==> src/rtl/ram_burst_reader_pkg.sv <==
// Shared types and constants for the RAM burst reader and its return FIFO.
// Optional stall counter is enabled by defining RAM_BURST_READER_STALL_CNT_EN.
package ram_burst_reader_pkg;

    typedef enum logic [1:0] {
        ST_IDLE  = 2'd0,
        ST_ISSUE = 2'd1,
        ST_DRAIN = 2'd2
    } state_t;

    localparam int RAM_RD_LATENCY = 2;

    // Requests live from the issue edge until the FIFO write, i.e. latency + 1 cycles.
    localparam int INFLIGHT_WIDTH = $clog2(RAM_RD_LATENCY + 2);

endpackage

==> src/rtl/ram_reader_fifo.sv <==
// Return buffer for the burst reader: the head entry lives in a register that
// drives the stream outputs directly, the rest sits in a small memory.
module ram_reader_fifo
    import ram_burst_reader_pkg::*;
#(
    parameter int WIDTH = 11,
    parameter int DEPTH = 8
) (
    input  logic                       clk,
    input  logic                       reset,
    input  logic                       push,
    input  logic [WIDTH-1:0]           push_data,
    input  logic                       pop,
    output logic [WIDTH-1:0]           out_data,
    output logic                       out_valid,
    output logic [$clog2(DEPTH):0]     count
);

    localparam int PTR_W = $clog2(DEPTH);
    localparam logic [PTR_W-1:0] PTR_ONE = {{(PTR_W-1){1'b0}}, 1'b1};
    localparam logic [PTR_W:0]   CNT_ONE = {{PTR_W{1'b0}}, 1'b1};

    logic [WIDTH-1:0] mem [DEPTH];
    logic [PTR_W-1:0] wr_ptr;
    logic [PTR_W-1:0] rd_ptr;
    logic [PTR_W:0]   mem_count;

    logic take;
    logic load_mem;
    logic bypass;
    logic mem_wr;

    // NOTE: every signal written in an always_comb gets a default first, so no path can infer a latch.
    always_comb begin
        take     = 1'b0;
        load_mem = 1'b0;
        bypass   = 1'b0;
        mem_wr   = 1'b0;
        take     = !out_valid || pop;
        load_mem = take && (mem_count != '0);
        bypass   = take && (mem_count == '0) && push;
        mem_wr   = push && !bypass;
    end

    // NOTE: sequential state uses non-blocking assignments so every flop samples pre-edge values.
    always_ff @(posedge clk) begin
        if (reset) begin
            wr_ptr    <= '0;
            rd_ptr    <= '0;
            mem_count <= '0;
            out_valid <= 1'b0;
            out_data  <= '0;
        end else begin
            if (mem_wr)
                wr_ptr <= wr_ptr + PTR_ONE;
            if (load_mem)
                rd_ptr <= rd_ptr + PTR_ONE;
            case ({mem_wr, load_mem})
                2'b10:   mem_count <= mem_count + CNT_ONE;
                2'b01:   mem_count <= mem_count - CNT_ONE;
                default: mem_count <= mem_count;
            endcase
            if (take) begin
                out_valid <= load_mem || bypass;
                if (load_mem)
                    out_data <= mem[rd_ptr];
                else if (bypass)
                    out_data <= push_data;
            end
        end
    end

    // NOTE: storage is not reset; the pointers and counts alone define which entries are live.
    always_ff @(posedge clk) begin
        if (mem_wr)
            mem[wr_ptr] <= push_data;
    end

    assign count = mem_count + {{PTR_W{1'b0}}, out_valid};

endmodule

==> src/rtl/ram_burst_reader.sv <==
// Burst read initiator: issues strided RAM reads under FIFO credit control and
// streams returned words out. Define RAM_BURST_READER_STALL_CNT_EN for stall_cycles.
module ram_burst_reader
    import ram_burst_reader_pkg::*;
#(
    parameter int DATA_WIDTH = 10,
    parameter int ADDR_WIDTH = 12,
    parameter int FIFO_DEPTH = 8
) (
    input  logic                  clk,
    input  logic                  reset,
    input  logic                  cfg_start,
    input  logic [ADDR_WIDTH-1:0] cfg_base_addr,
    input  logic [ADDR_WIDTH-1:0] cfg_stride,
    input  logic [ADDR_WIDTH:0]   cfg_num_words,
    output logic                  busy,
    output logic                  done,
    output logic                  s_read_req,
    output logic [ADDR_WIDTH-1:0] s_read_addr,
    input  logic [DATA_WIDTH-1:0] s_read_data,
    output logic [DATA_WIDTH-1:0] m_data,
    output logic                  m_valid,
    output logic                  m_last,
    input  logic                  m_ready
`ifdef RAM_BURST_READER_STALL_CNT_EN
    ,
    output logic [31:0]           stall_cycles
`endif
);

    localparam int CNT_W = $clog2(FIFO_DEPTH) + 1;
    localparam logic [ADDR_WIDTH:0]       WORD_ONE     = {{ADDR_WIDTH{1'b0}}, 1'b1};
    localparam logic [INFLIGHT_WIDTH-1:0] INFLIGHT_ONE = {{(INFLIGHT_WIDTH-1){1'b0}}, 1'b1};

    state_t state;
    state_t state_next;

    logic [ADDR_WIDTH-1:0]     stride_q;
    logic [ADDR_WIDTH:0]       issue_rem;
    logic [ADDR_WIDTH:0]       cap_rem;
    logic                      zero_burst;
    logic [INFLIGHT_WIDTH-1:0] inflight;
    logic [RAM_RD_LATENCY-1:0] rd_pipe;

    logic                      start_ok;
    logic                      issue;
    logic                      capture;
    logic                      capture_last;
    logic                      last_pop;
    logic                      credit_ok;
    logic [CNT_W-1:0]          fifo_count;
    logic [DATA_WIDTH:0]       fifo_out;

    assign busy         = (state != ST_IDLE);
    assign start_ok     = (state == ST_IDLE) && cfg_start;
    assign capture      = rd_pipe[RAM_RD_LATENCY-1];
    assign capture_last = capture && (cap_rem == WORD_ONE);
    assign last_pop     = m_valid && m_ready && m_last;
    assign credit_ok    = (32'(fifo_count) + 32'(inflight)) < 32'(FIFO_DEPTH);

    // The first request is decided in the accepting IDLE cycle so it reaches the RAM one cycle after start.
    always_comb begin
        state_next = state;
        issue      = 1'b0;
        case (state)
            ST_IDLE: begin
                if (cfg_start) begin
                    issue      = (cfg_num_words != '0);
                    state_next = (cfg_num_words <= WORD_ONE) ? ST_DRAIN : ST_ISSUE;
                end
            end
            ST_ISSUE: begin
                if (credit_ok) begin
                    issue = 1'b1;
                    if (issue_rem == WORD_ONE)
                        state_next = ST_DRAIN;
                end
            end
            ST_DRAIN: begin
                if (zero_burst || last_pop)
                    state_next = ST_IDLE;
            end
            default: state_next = ST_IDLE;
        endcase
    end

    always_ff @(posedge clk) begin
        if (reset) begin
            state       <= ST_IDLE;
            stride_q    <= '0;
            issue_rem   <= '0;
            cap_rem     <= '0;
            zero_burst  <= 1'b0;
            inflight    <= '0;
            rd_pipe     <= '0;
            s_read_req  <= 1'b0;
            s_read_addr <= '0;
            done        <= 1'b0;
        end else begin
            state      <= state_next;
            s_read_req <= issue;
            done       <= (start_ok && (cfg_num_words == '0)) || ((state == ST_DRAIN) && last_pop);
            rd_pipe    <= {rd_pipe[RAM_RD_LATENCY-2:0], s_read_req};

            if (start_ok) begin
                stride_q    <= cfg_stride;
                issue_rem   <= cfg_num_words - WORD_ONE;
                cap_rem     <= cfg_num_words;
                zero_burst  <= (cfg_num_words == '0);
                s_read_addr <= cfg_base_addr;
            end else begin
                if (issue) begin
                    s_read_addr <= s_read_addr + stride_q;
                    issue_rem   <= issue_rem - WORD_ONE;
                end
                if (capture)
                    cap_rem <= cap_rem - WORD_ONE;
            end

            case ({issue, capture})
                2'b10:   inflight <= inflight + INFLIGHT_ONE;
                2'b01:   inflight <= inflight - INFLIGHT_ONE;
                default: inflight <= inflight;
            endcase
        end
    end

`ifdef RAM_BURST_READER_STALL_CNT_EN
    always_ff @(posedge clk) begin
        if (reset || start_ok)
            stall_cycles <= '0;
        else if ((state == ST_ISSUE) && !credit_ok && (stall_cycles != '1))
            stall_cycles <= stall_cycles + 32'd1;
    end
`endif

    // The side bit carries the end-of-burst tag alongside each word.
    ram_reader_fifo #(
        .WIDTH (DATA_WIDTH + 1),
        .DEPTH (FIFO_DEPTH)
    ) u_fifo (
        .clk       (clk),
        .reset     (reset),
        .push      (capture),
        .push_data ({capture_last, s_read_data}),
        .pop       (m_ready),
        .out_data  (fifo_out),
        .out_valid (m_valid),
        .count     (fifo_count)
    );

    assign m_last = fifo_out[DATA_WIDTH];
    assign m_data = fifo_out[DATA_WIDTH-1:0];

endmodule

==> config.mk <==
export PLATFORM = sky130hd
export DESIGN_NAME = ram_burst_reader
export DESIGN_NICKNAME = d
export VERILOG_FILES = /design/src/rtl/ram_burst_reader_pkg.sv /design/src/rtl/ram_reader_fifo.sv /design/src/rtl/ram_burst_reader.sv
export SDC_FILE = /design/constraint.sdc
export NUM_CORES = 1
export LEC_CHECK = 0
export ABC_AREA = 1
export CORE_ASPECT_RATIO = 0.7
export CORE_MARGIN = 5
export CORE_UTILIZATION = 50
export CTS_CLUSTER_DIAMETER = 150
export DETAILED_ROUTE_END_ITERATION = 8
export GPL_TIMING_DRIVEN = 0
export HOLD_SLACK_MARGIN = 0.15
export PLACE_DENSITY = 0.73
export SLEW_MARGIN = 25
export SYNTH_ARGS = -nofsm -noshare
export SYNTH_HDL_FRONTEND = slang
export SYNTH_SLANG_ARGS = --single-unit
==> constraint.sdc <==
create_clock -name clk -period 2.7 [get_ports clk]
set_input_delay 0.54 -clock clk [delete_from_list [all_inputs] [get_ports clk]]
set_output_delay 0.54 -clock clk [all_outputs]
set_load 0.03 [all_outputs]
# Word level (Yosys, flattened, before mapping)
# Memories as Yosys holds them, arrays and structs flattened. A register that Yosys moved wholly into a read port is not among the register bits.
# Cells that the tools add are included.
[totals]
reg_bits = 81
mem_bits_rw = 88
out_inout_bits = 27
elab_cells = 94
mem_count = 1
[memory_table]
columns = ["name", "words", "width", "rd", "rd_clocked_by_memory_dff", "wr", "line", "source"]
rows = [
  ["u_fifo.mem", 8, 11, 1, 1, 1, "ram_reader_fifo.sv:23", "logic [WIDTH-1:0] mem [DEPTH];"],
]
[op_classes]
addsub = 12
order_cmp = 2
n_eq_ne = 12
muxes = 23
reduce_logical = 29
[op_table]
columns = ["cell", "n"]
rows = [
  ["13-bit two-way mux", 4],
  ["13-bit by 1-bit subtractor with 13-bit output, second input constant", 3],
  ["13-bit by 1-bit equality test with 1-bit output, second input constant", 2],
  ["12-bit two-way mux", 2],
  ["11-bit two-way mux", 2],
  ["13-bit by 1-bit less-or-equal comparator with 1-bit output, second input constant", 1],
  ["13-bit zero test", 1],
  ["13-bit nonzero test", 1],
  ["12-bit adder", 1],
  ["2-bit nonzero test", 6],
  ["1-bit logical AND", 10],
  ["2-bit two-way mux", 5],
  ["2-bit inequality test, second input constant", 4],
  ["4-bit one-hot mux with 2 select lines", 1],
  ["3-bit by 1-bit adder with 3-bit output, second input constant", 2],
  ["2-bit by 1-bit equality test with 1-bit output, second input constant", 3],
  ["2-bit equality test, second input constant", 3],
  ["3-bit two-way mux", 2],
  ["2-bit one-hot mux with 3 select lines", 1],
  ["4-bit by 2-bit adder with 5-bit output", 1],
  ["5-bit by 4-bit < comparator with 1-bit output, second input constant", 1],
  ["4-bit by 1-bit adder with 4-bit output", 1],
  ["4-bit by 1-bit adder with 4-bit output, second input constant", 1],
  ["4-bit zero test", 1],
  ["12 further kinds", 19],
]

# Depth between registers and ports, before layout
# Gate-level depths: netlist (run 1).
[logic_depth]
word_depth = 8
ltp_mapped = 15
depth_no_buf = 14

# Cells and area by module
# A second synthesis (run 1) with hierarchy kept.
[hier_totals]
cells_unflattened = 1174
area_unflattened_um2 = 9066.2
[modules_own_cells]
columns = ["mod", "n_inst", "cells_per_inst", "area_per_inst_um2"]
rows = [
  ["ram_reader_fifo", 1, 547, 5101.1],
  ["ram_burst_reader", 1, 627, 3965.1],
]

# Worst setup path before layout (run 1)
# Ideal clock, no wire load.
[synth_timing]
path_kind = "flip-flop to flip-flop"
from = "reg u_fifo.out_valid"
to = "reg inflight[1]"
setup_ns = 0.131
arrival_ns = 2.431
required_time_ns = 2.569
setup_slack_ns = 0.138
path_stages_with_launch = 15
path_buffers = 1
synth_period_minus_slack_ns = 2.562
path_cell_list = "dfxtp_1 > ha_1 > ha_1 > ha_1 > nand2_1 > o21bai_1 > nand2_1 > nand3_2 > buf_6 > o21ai_0 > inv_1 > ha_1 > nor2_1 > and3_1 > nor3_1"
[synth_between]
elab_chain_len = 7
elab_cells_between_ends = 9
cone_classes = "2 x add/sub; 1 x order compare; 2 x eq/ne; 3 x mux; 1 x reduce/logical"
[synth_lines]
columns = ["element", "line", "source"]
rows = [
  ["from (decl)", "ram_reader_fifo.sv:15", "output logic out_valid,"],
  ["from (signal assigned)", "ram_reader_fifo.sv:64", "out_valid <= load_mem || bypass;"],
  ["4-bit by 1-bit adder with 4-bit output *", "ram_reader_fifo.sv:79", "assign count = mem_count + {{PTR_W{1'b0}}, out_valid};"],
  ["4-bit by 2-bit adder with 5-bit output *", "ram_burst_reader.sv:59", "assign credit_ok = (32'(fifo_count) + 32'(inflight)) < 32'(FIFO_DEPTH);"],
  ["5-bit by 4-bit < comparator with 1-bit output *", "ram_burst_reader.sv:59", ""],
  ["1-bit two-way mux *", "ram_burst_reader.sv:73", "if (credit_ok) begin"],
  ["1-bit one-hot mux with 2 select lines *", "ram_burst_reader.sv:65", "case (state)"],
  ["2-bit by 1-bit equality test with 1-bit output or 2-bit equality test (tied branches)", "ram_burst_reader.sv:120", "case ({issue, capture})"],
  ["2-bit one-hot mux with 2 select lines or 2-bit nonzero test (tied branches)", "-", ""],
  ["to (signal assigned)", "ram_burst_reader.sv:121", "2'b10: inflight <= inflight + INFLIGHT_ONE;"],
  ["to (signal assigned)", "ram_burst_reader.sv:122", "2'b01: inflight <= inflight - INFLIGHT_ONE;"],
  ["to (signal assigned)", "ram_burst_reader.sv:123", "default: inflight <= inflight;"],
  ["to (decl)", "ram_burst_reader.sv:42", "logic [INFLIGHT_WIDTH-1:0] inflight;"],
]
# Every way passes the cells marked *; elsewhere a longest branch is shown, timed or not.
# A chain may end at the register's enable or synchronous reset.

# Worst setup path after layout (run 1)
# Same ends and word-level chain as after synthesis.

==> flow_summary.json, run 1 <==
{
  "finalCritPeriodShare": 0.938,
  "drc_errors": 0,
  "p_per_area_nw_per_um2": 903,
  "gp_congestion": 1.00,
  "die_area_sq_um": 19800,
  "peakVddDrop_mv": 0.428,
  "total_leakage_power_nw": 4.09,
  "htree_num_levels": 4,
  "grt_pass1_vias": 6656,
  "synth_top_area_share": 0.309,
  "start_util": 0.503,
  "clockRootBuffer": "clkbuf_16",
  "path_delay_family": "adder cells",
  "pwr-share-clk": 0.261,
  "final_cell_mix": "174 x nor2_1, 166 x nand2_1, 101 x o21ai_0, 91 x inv_1, 88 x edfxtp_1",
  "dpl.hpwl_um": 16300,
  "max_freq_ghz": 0.395,
  "ys_ff_latch": 172,
  "coreArea_sq_um": 17000,
  "slew_violations": 0,
  "start_kind": "flop",
  "final_area_sq_um": 10300,
  "antenna_found_initial": 0,
  "drt-total-wl_um": 23100,
  "clk_path_buf_depth": 2,
  "outcome": "complete, no violations",
  "grt_usage": 0.231,
  "syn_area_sq_um": 8540,
  "worst_path_most_repeated_cell": "ha_1",
  "clkSlewWorstSetupHoldPaths_ns": 0.07,
  "p_switching_mw": 3.73,
  "drive_gt1_frac": 0.0886,
  "num_vias": 7443,
  "endpoint_kind": "flop",
  "synth-main-ff-cell": "edfxtp_1",
  "synth-seq-area-share": 0.506,
  "worstSkewPairLatency_ns": 0.44,
  "required_ns": 3.00,
  "wl_per_cell_um": 16.9,
  "antenna_left": 0,
  "slew_headroom": 0.467,
  "arrival_ns": 2.83,
  "fp.dieW_um": 166,
  "async_reset_ff_frac": 0,
  "avgSynthCellArea_sq_um": 8.35,
  "drt_first_iter_violations": 797,
  "p_comb_frac": 0.388,
  "clock_skew_ns": 0.0158,
  "grt.overflow.total": 0,
  "swShare": 0.400,
  "tightest_slew_ns": 0.798,
  "final_hold_viol_count": 0,
  "slowest_delay_ns": 0.34,
  "holdCritPathClass": "reg2reg",
  "synth.distinct_cells": 43,
  "port_buffers": 77,
  "cts_tree": "built",
  "die_y_um": 119,
  "cp.buffers_inverters": 2,
  "yosysTopAreaCell": "edfxtp_1",
  "r2r_slack_ns": 0.17,
  "area_delta_synth_final_pct": 20.9,
  "n_antenna_cell": 0,
  "internal_power_mw": 5.59,
  "critical_path_class": "reg2reg",
  "cp_cell_sequence": "ha_1 -> ha_1 -> ha_1 -> nand2_1 -> o21bai_1 -> nand2_2 -> nand3_4 -> buf_8 -> o21ai_1 -> inv_1 -> ha_4 -> nor2_2 -> and3_1 -> nor3_1",
  "num_io_pins": 78,
  "synth_area_leaders": "edfxtp_1 31%, dfxtp_1 20%, nor2_1 8.0%",
  "synth_nets": 1103,
  "synth_edf_count": 88,
  "final_common_cell": "nor2_1",
  "cts_buffers": 17,
  "cts_hold_buf": 0,
  "dpl_cell_area_sq_um": 9610,
  "rows": 40,
  "postSynthCellCount": 1023,
  "nets": 1207,
  "seq_power_share": 0.351,
  "maxCapViolations": 0,
  "dr.pass1.iters": 6,
  "grt_pass1_wl_um": 35900,
  "via_per_inst": 5.43,
  "setup_violations": 0,
  "cts_sinks": 172,
  "critPathMaxFanout": 3,
  "yosysWarningCount": 0,
  "finalSetupTns_ns": 0,
  "grt_setup_unrepaired": "false",
  "cpMaxStageDelayCell": "dfxtp_2",
  "period_needed_ns": 2.53,
  "grt_start_max_net_pins": 20,
  "n_fill_cell": 1467
}
## routing by layer
metal  vias up  GRT usage  wire length [um]
met3        31     0.0607              1950
met2       284      0.331              9670
li1       3664          -                 -
met1      3464      0.344             11100
met4         0     0.0669               332
met5         -          0                 0
## registers in the layout, indices dropped and copies added, names as in the netlist, named ones only
register,flops
u_fifo.mem,88
cap_rem,13
issue_rem,13
s_read_addr,12
stride_q,12
u_fifo.out_data,11
u_fifo.mem_count,4
u_fifo.rd_ptr,3
u_fifo.wr_ptr,3
inflight,2
rd_pipe,2
state,2
done,1
s_read_req,1
u_fifo.out_valid,1
zero_burst,1
## final cells by class
type	instances	area, sq um	area share
multi-input cells	713	3690	0.357
plain buffers	39	216	0.0210
inverters	99	379	0.0367
clock buffers	17	425	0.0412
well taps	231	289	0.0280
flip-flops and latches	172	4330	0.419
clock inverters	15	170	0.0165
repair buffers	85	831	0.0805
## stage by stage
step           total power [mW]  worst slack [ns]   util  cells  hold WS [ns]
2_1_floorplan              5.63             0.138      -   1023         0.388
3_3_place_gp               6.67            -0.474  0.566   1331         0.390
3_5_place_dp               6.74            -0.527  0.567   1331         0.394
4_1_cts                    9.23           0.00385  0.604   1365         0.416
5_1_grt                    9.88          0.000752  0.608   1371         0.457
6_report                   9.33             0.167  0.608   1371         0.413
## power by group through the flow
stage / combinational (mW) / sequential (mW) / clock, mW
2_1_floorplan: 2.17 / 3.46 / 0
3_3_place_gp: 3.35 / 3.32 / 0
3_5_place_dp: 3.42 / 3.32 / 0
4_1_cts: 3.50 / 3.26 / 2.46
5_1_grt: 3.99 / 3.31 / 2.59
6_report: 3.62 / 3.27 / 2.43
## timing repair
action	in CTS	in global routing
setup buffers	2	6
pin swaps	0	4
setup endpoints to repair	2	3
gates resized for setup	6	10
## worst register-to-register path: cells and delay by family (launching register included)
kind | cells | cell delay, ns
fa+ha+maj | 4 | 1.04
simple gates | 6 | 0.56
flops | 1 | 0.34
buf+inv | 2 | 0.27
compound gates | 2 | 0.18
## cell usage after synthesis (11+ instances only)
cell,number
o21ai_0,104
xor2_1,11
dfxtp_1,84
nor2_1,183
o211ai_1,24
a21oi_1,73
edfxtp_1,88
nand2_1,168
inv_1,91
buf_2,18
ha_1,27
nand3_1,50
clkbuf_1,15
## kinds of logic (layout without fill, tap and decap cells)
group | after synthesis | count (layout) | share of synthesized area
AOI/OAI and AO/OA | 229 | 229 | 0.149
xor gates and xnor gates | 20 | 20 | 0.0205
adders and majority gates | 29 | 29 | 0.0442
buffers and inverters | 138 | 255 | 0.0680
DFF | 172 | 172 | 0.506
and+or+nand+nor | 435 | 435 | 0.212
## path summary, 6_finish.rpt
kind,from,to,depth (start not counted)
max,u_fifo.out_valid$_SDFFE_PP0P_,inflight[1]$_SDFFE_PP0P_,14
max reg2reg,u_fifo.out_valid$_SDFFE_PP0P_,inflight[1]$_SDFFE_PP0P_,14
min reg2reg,rd_pipe[0]$_SDFF_PP0_,rd_pipe[1]$_SDFF_PP0_,2
min,rd_pipe[0]$_SDFF_PP0_,rd_pipe[1]$_SDFF_PP0_,2
Note: power is estimated with default switching activity, not from simulation.
==> run 2: changes to the inputs <==
--- a/config.mk
+++ b/config.mk
@@ -5,7 +5,7 @@
 export SDC_FILE = /design/constraint.sdc
 export NUM_CORES = 1
 export LEC_CHECK = 0
-export ABC_AREA = 1
+export ABC_AREA = 0
 export CORE_ASPECT_RATIO = 0.7
 export CORE_MARGIN = 5
 export CORE_UTILIZATION = 50
==> run 2 against run 1 <==
Against the previous run:
- cell area fell by 5.7%
- the run now ends with setup timing left
- register-to-register slack got worse by 0.19 ns
- clock power is essentially flat
- critical path depth shrank 5
- global-route usage decreased by 0.55 points
- worst setup slack got worse by 0.19 ns
- hold slack gained 0.038 ns
- largest power group is now registers
- first-iteration DRC count down 28%
- synthesized cell count down 32%
==> flow_summary.json, run 2 <==
{
  "synth_edf_count": 88,
  "htree_num_levels": 4,
  "synth_area_leaders": "edfxtp_1 34%, dfxtp_1 21%, mux4_2 6.3%",
  "nets": 885,
  "die_area_sq_um": 18400,
  "critical_path_class": "reg2reg",
  "cts_buffers": 17,
  "synth-main-ff-cell": "edfxtp_1",
  "grtUsageMet1": 0.313,
  "final_hold_viol_count": 0,
  "cp_num_cells": 9,
  "cts_tree": "built",
  "instances_no_fill": 1018,
  "worst_slack_ns": -0.0243,
  "start_util": 0.508,
  "ys_ff_latch": 172,
  "num_io_pins": 78,
  "yosysWarningCount": 0,
  "dr.pass1.iters": 5,
  "period_needed_ns": 2.72,
  "synth_top_area_share": 0.335,
  "synth_top_family_by_area": "simple AND/OR/NAND/NOR gates",
  "largest_reg_flops": 88,
  "dpl.hpwl_um": 14600,
  "swShare": 0.323,
  "clkSlewWorstSetupHoldPaths_ns": 0.06,
  "max_freq_ghz": 0.367,
  "finalCritPeriodShare": 1.01,
  "critPathMaxFanout": 6,
  "num_vias": 6032,
  "total_leakage_power_nw": 3.39,
  "outcome": "finished with violations",
  "synth-simple-area-share": 0.139,
  "finalSetupTns_ns": -0.0355,
  "postSynthCellCount": 698,
  "path_delay_family": "simple AND/OR/NAND/NOR gates",
  "biggestRegsByFlops": "u_fifo.mem: 88 flops, cap_rem: 13 flops, issue_rem: 13 flops",
  "arrival_ns": 3.05,
  "area_delta_synth_final_pct": 23.5,
  "synth.distinct_cells": 61,
  "drt-total-wl_um": 20500,
  "gp_congestion": 0.904,
  "rows": 38,
  "worst_hold_slack_ns": 0.451,
  "synth_compound_area_frac": 0.113,
  "antenna_found_initial": 0,
  "synth_top_cells_by_count": "88 x edfxtp_1, 84 x dfxtp_1, 82 x nor2_1",
  "min_path_cells": 1,
  "synthAdderAreaFrac": 0.0479,
  "clk_path_buf_depth": 2,
  "antenna_left": 0,
  "cp_cell_sequence": "ha_4 -> ha_4 -> ha_4 -> a31oi_1 -> nor2_1 -> or3_4 -> or4b_1 -> xor2_1 -> a211oi_1",
  "n_fill_cell": 1237,
  "drc_errors": 0,
  "cp.buffers_inverters": 0,
  "cts_sinks": 172,
  "p_comb_frac": 0.300,
  "p_switching_mw": 2.57,
  "clockRootBuffer": "clkbuf_16",
  "holdCritPathClass": "reg2reg",
  "grt_pass1_vias": 6058,
  "synth_nets": 778,
  "seq_power_share": 0.396,
  "use_met3": 0.0473,
  "port_buffers": 77,
  "ff2ff_path_depth": 9,
  "worstSkewPairLatency_ns": 0.43,
  "grt_usage": 0.226,
  "grt-busiest-layer": "met2",
  "drt_first_iter_violations": 576,
  "internal_power_mw": 5.40,
  "endpoint_kind": "flop",
  "grt_setup_unrepaired": "true",
  "avgSynthCellArea_sq_um": 11.3,
  "async_reset_ff_frac": 0,
  "yosysTopAreaCell": "edfxtp_1",
  "regMostFlops": "u_fifo.mem",
  "grt_pass1_wl_um": 32300,
  "drive_gt1_frac": 0.128,
  "setup_violations": 2,
  "p_per_area_nw_per_um2": 819,
  "fp.dieW_um": 160,
  "synth-seq-area-share": 0.549,
  "wl_per_cell_um": 20.1,
  "coreArea_sq_um": 15500,
  "cpMaxStageDelayCell": "or4b_1",
  "required_ns": 3.03,
  "grt.overflow.total": 0,
  "die_y_um": 115,
  "grt_start_max_net_pins": 17,
  "clock_skew_ns": 0.00943,
  "pwr-share-clk": 0.304,
  "slew_violations": 0,
  "via_per_inst": 5.93,
  "worst_path_most_repeated_cell": "ha_4",
  "slowest_delay_ns": 0.55,
  "n_antenna_cell": 0,
  "dp.cells": 981,
  "final_common_cell": "edfxtp_1",
  "maxCapViolations": 0,
  "tightest_slew_ns": 0.903,
  "syn_area_sq_um": 7880,
  "synthMuxAreaShare": 0.0808,
  "final_cell_mix": "88 x edfxtp_1, 81 x dfxtp_1, 79 x nor2_1, 76 x clkdlybuf4s50_1, 51 x nand2_1",
  "start_kind": "flop",
  "synth_xor_xnor_area_share": 0.0433,
  "peakVddDrop_mv": 0.455,
  "synth_most_common_cell": "edfxtp_1",
  "violations": "setup timing",
  "slew_headroom": 0.398,
  "globalRouteMet2Util": 0.364
}
run 2: cell count changes after synthesis, moves of 25 or more:
cell / delta
a211oi_1: +25
inv_1: -70
nand2_1: -117
nand3_1: -37
nor2_1: -101
o21ai_0: -87
run 2: kinds of logic after synthesis:
kind of cell    after synthesis
simple gates                226
flops                       172
compound gates              140
buf+inv                      56
xor+xnor                     39
mux                          36
fa+ha+maj                    29
run 2: final cells by class:
class / count / area [sq um] / area share
flip-flops and latches: 172 / 4330 / 0.445
clock inverters: 14 / 153 / 0.0157
plain buffers: 33 / 151 / 0.0156
well taps: 200 / 250 / 0.0257
inverters: 21 / 78.8 / 0.00810
repair buffers: 90 / 868 / 0.0892
multi-input cells: 470 / 3470 / 0.357
clock buffers: 18 / 429 / 0.0441
run 2: final timing paths:
kind / from / end / slack [ns]
setup / recovery: u_fifo.mem_count[0]$_SDFFE_PP0P_ / issue_rem[10]$_SDFFE_PP0P_ / -0.02
hold / removal: rd_pipe[0]$_SDFF_PP0_ / rd_pipe[1]$_SDFF_PP0_ / 0.45
setup reg to reg: u_fifo.mem_count[0]$_SDFFE_PP0P_ / issue_rem[10]$_SDFFE_PP0P_ / -0.02
hold reg to reg: rd_pipe[0]$_SDFF_PP0_ / rd_pipe[1]$_SDFF_PP0_ / 0.45
run 2: worst reg2reg max path, stage by stage (launching register included):
cell      delay, ns
dfxtp_2        0.36
ha_4           0.18
ha_4           0.27
ha_4           0.19
a31oi_1        0.19
nor2_1         0.11
or3_4          0.38
or4b_1         0.55
xor2_1         0.16
a211oi_1       0.24
run 2: power by group through the flow:
| stage | Sequential (mW) | Clock [mW] | Combinational [mW] |
|---|---|---|---|
| 6_report | 3.16 | 2.43 | 2.39 |
| 5_1_grt | 3.18 | 2.55 | 2.59 |
| 4_1_cts | 3.15 | 2.45 | 2.37 |
| 3_5_place_dp | 3.21 | 0 | 2.28 |
| 3_3_place_gp | 3.19 | 0 | 2.19 |
| 2_1_floorplan | 3.32 | 0 | 1.40 |
run 2: layer usage:
| layer | part of all wire | vias up | routed length, um |
|---|---|---|---|
| met5 | 0 | - | 0 |
| met4 | 0.013 | 0 | 269 |
| met3 | 0.067 | 28 | 1370 |
| met2 | 0.47 | 256 | 9620 |
| met1 | 0.45 | 2943 | 9200 |
| li1 | - | 2805 | - |
run 2: metrics by stage:
step | utilization | setup slack [ns] | instance area, sq um | power, mW
after global routing | 0.628 | -0.122 | 9730 | 8.33
after global placement | 0.579 | -1.50 | 8980 | 5.38
after floorplan | - | -0.00878 | 7960 | 4.72
final | 0.628 | -0.0243 | 9730 | 7.97
after CTS | 0.626 | -0.0380 | 9700 | 7.96
after detailed placement | 0.584 | -0.820 | 9060 | 5.49
run 2: repair_timing:
action,CTS,global route
pin swaps,5,3
gates resized for setup,10,9
hold buffers,0,0
setup endpoints to repair,6,15
buffers inserted,6,1
==> run 3: changes to the inputs <==
--- a/config.mk
+++ b/config.mk
@@ -5,7 +5,6 @@
 export SDC_FILE = /design/constraint.sdc
 export NUM_CORES = 1
 export LEC_CHECK = 0
-export ABC_AREA = 0
 export CORE_ASPECT_RATIO = 0.7
 export CORE_MARGIN = 5
 export CORE_UTILIZATION = 50
==> results of run 3 <==
Final layout, timing and power as in run 2 (identical DEF).
